## src/rtl/uart_tx.sv

```systemverilog
// uart_tx: 8N1 UART transmitter with a small byte FIFO in front of the
// serialiser. A producer pushes bytes over a valid/ready handshake. The FSM
// drains the FIFO and sends each byte LSB first, framed by one start bit and
// one stop bit. When the FIFO still holds data at the end of a stop bit, the
// next frame starts with no idle gap.
//
// Ports
//   CLK      system clock, rising edge
//   RESET    synchronous reset, active high; aborts any frame in flight
//   data_i   byte to transmit
//   valid_i  data_i valid; a byte is written when valid_i && ready_o
//   ready_o  FIFO not full
//   TXD      serial line, idle high, driven straight from a flop
//   busy_o   frame in progress or FIFO non-empty
//   count_o  bytes currently held in the FIFO (0..FIFO_DEPTH)
module uart_tx #(
  parameter int CLK_FREQ_HZ = 12_000_000,
  parameter int BAUD        = 115_200,
  parameter int FIFO_DEPTH  = 4
) (
  input  logic                        CLK,
  input  logic                        RESET,
  input  logic [7:0]                  data_i,
  input  logic                        valid_i,
  output logic                        ready_o,
  output logic                        TXD,
  output logic                        busy_o,
  output logic [$clog2(FIFO_DEPTH):0] count_o
);

  localparam int CPB = CLK_FREQ_HZ / BAUD;
  localparam int BW  = (CPB > 2) ? $clog2(CPB) : 1;
  localparam int PW  = $clog2(FIFO_DEPTH);
  localparam int CW  = PW + 1;

  localparam logic [BW-1:0] BAUD_LAST = BW'(CPB - 1);
  localparam logic [BW-1:0] BAUD_ONE  = BW'(1);
  localparam logic [PW-1:0] PTR_ONE   = PW'(1);
  localparam logic [CW-1:0] CNT_ONE   = CW'(1);
  localparam logic [CW-1:0] CNT_FULL  = CW'(FIFO_DEPTH);

  typedef enum logic [1:0] {IDLE, START, DATA, STOP} state_t;

  logic [7:0]    mem [FIFO_DEPTH];
  logic [PW-1:0] wr_ptr, rd_ptr;
  logic [CW-1:0] count;

  state_t        state, state_n;
  logic [BW-1:0] baud, baud_n;
  logic [2:0]    bit_idx, bit_idx_n;
  logic [7:0]    shift, shift_n;
  logic          txd, txd_n;
  logic          push, pop, bit_end, have_data;

  assign ready_o   = (count != CNT_FULL);
  assign push      = valid_i && ready_o;
  assign have_data = (count != '0);
  assign bit_end   = (baud == BAUD_LAST);

  assign TXD     = txd;
  assign count_o = count;
  assign busy_o  = (state != IDLE) || have_data;

  // Next-state logic. The line level for the coming bit is computed here and
  // registered, so TXD only moves on bit boundaries and never glitches.
  always_comb begin
    state_n   = state;
    baud_n    = baud;
    bit_idx_n = bit_idx;
    shift_n   = shift;
    txd_n     = txd;
    pop       = 1'b0;

    // The baud counter reloads at every bit boundary, so frames never drift.
    if (state != IDLE) baud_n = bit_end ? '0 : baud + BAUD_ONE;

    case (state)
      IDLE: begin
        txd_n = 1'b1;
        if (have_data) begin
          pop     = 1'b1;
          shift_n = mem[rd_ptr];
          baud_n  = '0;
          state_n = START;
          txd_n   = 1'b0;
        end
      end
      START: begin
        if (bit_end) begin
          state_n   = DATA;
          bit_idx_n = '0;
          txd_n     = shift[0];
        end
      end
      DATA: begin
        if (bit_end) begin
          shift_n = {1'b0, shift[7:1]};
          if (bit_idx == 3'd7) begin
            state_n = STOP;
            txd_n   = 1'b1;
          end else begin
            bit_idx_n = bit_idx + 3'd1;
            txd_n     = shift[1];
          end
        end
      end
      STOP: begin
        if (bit_end) begin
          // Back-to-back: go straight to the next start bit when data waits.
          if (have_data) begin
            pop     = 1'b1;
            shift_n = mem[rd_ptr];
            state_n = START;
            txd_n   = 1'b0;
          end else begin
            state_n = IDLE;
            txd_n   = 1'b1;
          end
        end
      end
      default: begin
        state_n = IDLE;
        txd_n   = 1'b1;
      end
    endcase
  end

  always_ff @(posedge CLK) begin
    if (RESET) begin
      state   <= IDLE;
      baud    <= '0;
      bit_idx <= '0;
      shift   <= '0;
      txd     <= 1'b1;
      wr_ptr  <= '0;
      rd_ptr  <= '0;
      count   <= '0;
    end else begin
      state   <= state_n;
      baud    <= baud_n;
      bit_idx <= bit_idx_n;
      shift   <= shift_n;
      txd     <= txd_n;
      if (push) wr_ptr <= wr_ptr + PTR_ONE;
      if (pop)  rd_ptr <= rd_ptr + PTR_ONE;
      case ({push, pop})
        2'b10:   count <= count + CNT_ONE;
        2'b01:   count <= count - CNT_ONE;
        default: count <= count;
      endcase
    end
  end

  // Storage needs no reset; the pointers define what is valid.
  always_ff @(posedge CLK) begin
    if (push) mem[wr_ptr] <= data_i;
  end

endmodule
```

## config.mk

```make
export PLATFORM = sky130hd
export DESIGN_NAME = uart_tx
export DESIGN_NICKNAME = d
export VERILOG_FILES = /design/src/rtl/uart_tx.sv
export SDC_FILE = /design/constraint.sdc
export NUM_CORES = 1
export LEC_CHECK = 0
export BUFFER_PORTS_ARGS = -buffer_cell sky130_fd_sc_hd__buf_4
export CAP_MARGIN = 20
export CORE_MARGIN = 3
export CORE_UTILIZATION = 45
export CTS_CLUSTER_SIZE = 40
export DETAILED_ROUTE_END_ITERATION = 8
export GPL_ROUTABILITY_DRIVEN = 0
export SYNTH_ARGS = -nofsm -noshare
export SYNTH_HDL_FRONTEND = slang
export SYNTH_SLANG_ARGS = --single-unit
```

## constraint.sdc

```tcl
create_clock -name CLK -period 5.6 [get_ports CLK]
set_clock_uncertainty 0.15 [all_clocks]
set_input_delay 0.84 -clock CLK [delete_from_list [all_inputs] [get_ports CLK]]
set_output_delay 0.84 -clock CLK [all_outputs]
set_load 0.02 [all_outputs]
```

==> results.yml, run 1 <==
logic_synthesis:
  synthArstFlopShare_pct: 0
  syn_inst: 240
  ys_ff_latch: 62
  synth_edf_count: 32
  synth_warnings: 0
  synth_nets: 264
  avgSynthCellArea_um2: 12.0
  ys_types: 54
  syn_area_mm2: 0.00289
  ys_seq_area_share_pct: 54.0
  synthFlopType: "edfxtp_1"
timing:
  finalSetupViolations: 0
  timing_hold_violations_final: 0
  hold_slack_ns: 0.325
  timing.fmax_mhz: 322
  fin_crit_ns: 3.11
  fin_setup_tns_ns: 0
  tightest_slew_ns: 0.555
  rsz0062_at_grt: "no"
  maxSlewHeadroom_pct: 63.0
  postLayoutSetupSlackWorst_ns: 2.49
  slew_violations: 0
  fin_crit_sh_pct: 55.5
setup_path:
  start_kind: "flip-flop"
  crit_path_end_kind: "primary output"
  crit_type: "flip-flop to primary output"
  rrSetupSlack_ns: 2.83
  arrival_ns: 2.12
  required_ns: 4.61
  cp_cell_sequence: "inv_1 -> ha_1 -> or4b_1 -> buf_4"
  crit_slowest_cell: "or4b_1"
  critPathMaxFanout: 12
  max_stage_delay_ns: 0.67
drt:
  drt-total-wl_mm: 4.95
  vias: 1811
  route.antenna.remaining_nets: 0
  post-route-drc-count: 0
  dr.pass1.iters: 4
  drtIter0Drc: 102
  wire_per_inst_um: 14.8
  routed_via_density: 5.41
grt:
  grt_first_pass_wirelength_mm: 8.52
  grt_pass1_vias: 1767
  track_usage_pct: 15.0
  grt_overflow: 0
  antenna_found_initial: 0
  grt_start_max_net_pins: 34
placed_design:
  place_hpwl_mm: 3.36
  dp_cells: 319
  preCtsSetupSlack_ns: 2.84
  port_buffers: 16
cts:
  cts_setup_buffers: 0
  cts_buffer_depth: 2
  cts_resized: 0
  htree_levels: 3
  clock_latency_ns: 0.34
  cts.sinks: 62
  ctsHoldBuffers: 0
  cts-root-buf: "clkbuf_8"
  numCtsBuffers: 9
  cts.clk_slew.worst_paths_ns: 0.08
  cts_tree: "done"
power_and_ir_drop:
  leakagePower_nw: 1.20
  peakVddDrop_uv: 249
  power_density_mw_per_mm2: 513
floorplan:
  initial_core_util_pct: 47.7
  dieArea_mm2: 0.00742
  core_area_mm2: 0.00606
  fp.dieW_um: 86.1
  num_io_pins: 17
  num_rows: 28
  die_h_um: 86.1
layout:
  multiInputGateArea_mm2: 0.00122
  fill_cells: 527
  seqCellArea_mm2: 0.00156
  finalNonFillerCells: 335
  fin_nets: 279
  final_common_cell: "edfxtp_1"
  drive_above_1_share_pct: 20.4
  final_cell_mix: "edfxtp_1, dfxtp_1, a21oi_1, nor2_1, buf_4"
  antenna_cells: 0
  areaGrowthSynthToFinish_pct: 12.3
flow_run:
  maxCapViolations: 0
status:
  outcome: "finished clean"
min_path:
  min_path_type: "flip-flop to flip-flop"
[stage by stage]
stage                     utilization, %  cell area [um^2]  power (mW)
after global placement              50.2              3040        1.27
after global routing                53.6              3250        1.79
after CTS                           53.6              3250        1.68
after detailed placement            50.2              3040        1.28
after floorplan                        -              2890        1.15
final                               53.6              3250        1.67
[layer usage]
metal  global-route usage [%]  vias up  share of wire [%]
li1                         -      922                  -
met1                     19.5      854                 48
met2                     22.8       29                 47
met3                     6.15        6                3.5
met4                     5.18        0                1.1
met5                        0        -                  0
[synthesized netlist by cell type, types with 3 or more instances]
| cell | number | area (um^2) |
|---|---|---|
| nand2b_1 | 5 | 31.3 |
| and3_1 | 5 | 31.3 |
| a21oi_1 | 17 | 85.1 |
| mux2i_1 | 8 | 80.1 |
| inv_1 | 12 | 45.0 |
| or3_1 | 10 | 62.6 |
| clkbuf_1 | 3 | 11.3 |
| xor2_1 | 3 | 26.3 |
| o21ai_0 | 13 | 65.1 |
| nand3_1 | 5 | 25.0 |
| nand2_1 | 9 | 33.8 |
| dfxtp_1 | 30 | 601 |
| ha_1 | 12 | 150 |
| mux4_2 | 8 | 180 |
| edfxtp_1 | 32 | 961 |
| nor2_1 | 16 | 60.1 |
| buf_2 | 3 | 15.0 |
[power breakdown]
group          internal, mW  switching (mW)  leakage (nW)
combinational         0.280           0.343         0.562
clock                 0.210           0.186         0.100
sequential            0.574          0.0714         0.538
total                  1.06           0.601          1.20
[path summary, 6_finish.rpt]
path,from,to,depth (start not counted)
max,state[1],busy_o,4
min,shift[4],shift[4],2
max reg2reg,baud[1],count_o[2],10
min reg2reg,shift[4],shift[4],2
[state kept, by name, summed over array words and instances, names as in the netlist, named ones only]
register and count:
state 2, wr_ptr 2, mem 32, bit_idx 3
shift 8, count_o 3, baud 7, rd_ptr 2
TXD 1
[worst max-delay path, delay by kind of cell (launching register included)]
family,cells,cell delay [ns]
buffers and inverters,2,0.37
DFF,1,0.33
and+or+nand+nor,1,0.67
adders and majority gates,1,0.40
[area by class of cell]
cell class | instances | share of cell area [%]
Sequential cell | 62 | 48.1
Timing Repair Buffer | 16 | 3.70
Clock inverter | 7 | 2.51
Tap cell | 75 | 2.89
Multi-Input combinational cell | 154 | 37.6
Inverter | 12 | 1.39
Clock buffer | 9 | 3.82
[cell families (layout without fill, tap and decap cells)]
group	count (synthesis)	count (layout)	synth area share, %
flops	62	62	54.0
simple gates	70	70	14.3
buf+inv	24	44	3.72
mux	19	19	10.2
xor+xnor	4	4	1.21
fa+ha+maj	13	13	5.89
compound gates	48	48	10.6
Note: power is estimated with default switching activity, not from simulation.
==> run 2, diff against run 1 <==
Clock period 5.6 ns to 2.6 ns, I/O delays scaled along.
==> run 2 against run 1 <==
Against the previous run:
- core utilization up 1.7 points
- hold slack lost 0.22 ns
- critical endpoint is now count_o[2]
- clock-buffer cell count increased by 1
- critical path type is now flip-flop to flip-flop
- largest power group is now combinational cells
- non-clock buffer count is 10 higher
==> results.yml, run 2 (synthesis results as in run 1) <==
layout:
  fin_nets: 289
  drive_above_1_share_pct: 24.1
  largest_register_ffs: 32
  areaGrowthSynthToFinish_pct: 15.8
  top_regs: "mem: 32 flops, shift: 8 flops, baud: 7 flops"
  top_register: "mem"
  final_common_cell: "edfxtp_1"
  final_cell_mix: "edfxtp_1, dfxtp_1, buf_4, a21oi_1, nor2_1"
  antenna_cells: 0
flow_run:
  maxCapViolations: 0
grt:
  grt_start_max_net_pins: 34
  grt_first_pass_wirelength_mm: 9.06
  grt_overflow: 0
  grt_pass1_vias: 1878
  track_usage_pct: 15.8
  antenna_found_initial: 0
drt:
  vias: 1853
  wire_per_inst_um: 14.9
  route.antenna.remaining_nets: 0
  dr.pass1.iters: 4
  routed_via_density: 5.37
  post-route-drc-count: 0
  drt-total-wl_mm: 5.13
  drtIter0Drc: 66
floorplan:
  initial_core_util_pct: 47.7
  num_io_pins: 17
  fp.dieW_um: 86.1
  num_rows: 28
  die_h_um: 86.1
  dieArea_mm2: 0.00742
  core_area_mm2: 0.00606
timing:
  finalSetupViolations: 0
  slew_violations: 0
  fin_setup_tns_ns: 0
  rsz0062_at_grt: "yes"
  tightest_slew_ns: 0.554
  timing_hold_violations_final: 0
  maxSlewHeadroom_pct: 63.0
  timing.fmax_mhz: 403
  postLayoutSetupSlackWorst_ns: 0.117
  fin_crit_ns: 2.48
  fin_crit_sh_pct: 95.5
cts:
  cts_tree: "done"
  clock_latency_ns: 0.33
  cts_setup_buffers: 0
  cts_buffer_depth: 2
  cts.clk_slew.worst_paths_ns: 0.07
  numCtsBuffers: 9
  htree_levels: 3
  cts.sinks: 62
  cts-root-buf: "clkbuf_8"
power_and_ir_drop:
  leakagePower_nw: 1.25
  peakVddDrop_uv: 576
  power_density_mw_per_mm2: 1130
setup_path:
  required_ns: 2.71
  crit_slowest_cell: "and4bb_4"
  worst-path-buf-inv: 1
  start_kind: "flip-flop"
  cp_cell_sequence: "and4bb_4 -> a31oi_1 -> nor3_4 -> ha_1 -> inv_1 -> fa_1 -> xor2_1 -> or3_1 -> a21oi_1"
  arrival_ns: 2.60
  critPathMaxFanout: 6
  crit_path_end_kind: "flip-flop"
  crit_family: "simple AND/OR/NAND/NOR gates"
  max_stage_delay_ns: 0.38
  crit_type: "flip-flop to flip-flop"
placed_design:
  place_hpwl_mm: 3.47
  port_buffers: 16
  preCtsSetupSlack_ns: 0.0820
min_path:
  min_path_type: "input pin to flip-flop"
status:
  outcome: "finished clean"
-- run 2: metrics by stage --
step           utilization (%)  instances  total power, mW  area (um^2)  hold WS (ns)
2_1_floorplan                -        240             2.48         2890         0.300
3_3_place_gp              51.4        329             2.84         3120         0.309
3_5_place_dp              51.4        329             2.85         3120         0.318
4_1_cts                   55.0        345             3.77         3330        0.0871
5_1_grt                   55.2        345             4.05         3350        0.0825
6_report                  55.2        345             3.77         3350         0.106
-- run 2: power breakdown --
part	internal [mW]	switching, mW
registers	1.24	0.134
logic	0.698	0.791
clock network	0.536	0.370
total	2.47	1.30
-- run 2: worst paths after layout --
path	start	endpoint	slack, ns	cells past startpoint
setup / recovery	baud[4]	count_o[2]	0.12	9
hold / removal	data_i[4]	mem[1][4]	0.11	1
setup reg to reg	baud[4]	count_o[2]	0.12	9
hold reg to reg	shift[4]	shift[4]	0.33	2
-- run 2: layout make-up --
type                            instances  area [um^2]
Fill cell                             536         2720
Clock inverter                          6         86.3
Inverter                               12         45.0
Tap cell                               75         93.8
Clock buffer                           10          128
Multi-Input combinational cell        154         1230
Sequential cell                        62         1560
Timing Repair Buffer                   26          195
-- run 2: layer usage --
metal | routed length (um) | global-route usage [%]
met3 | 181 | 5.48
met1 | 2480 | 19.8
met4 | 29 | 5.47
met2 | 2440 | 25.5
met5 | 0 | 0
-- run 2: repair_timing --
item                                    CTS  global route
endpoints found under the hold margin     0             0
endpoints found under the setup margin    0             2
gates resized for setup                   0             4
hold buffers                              0             0
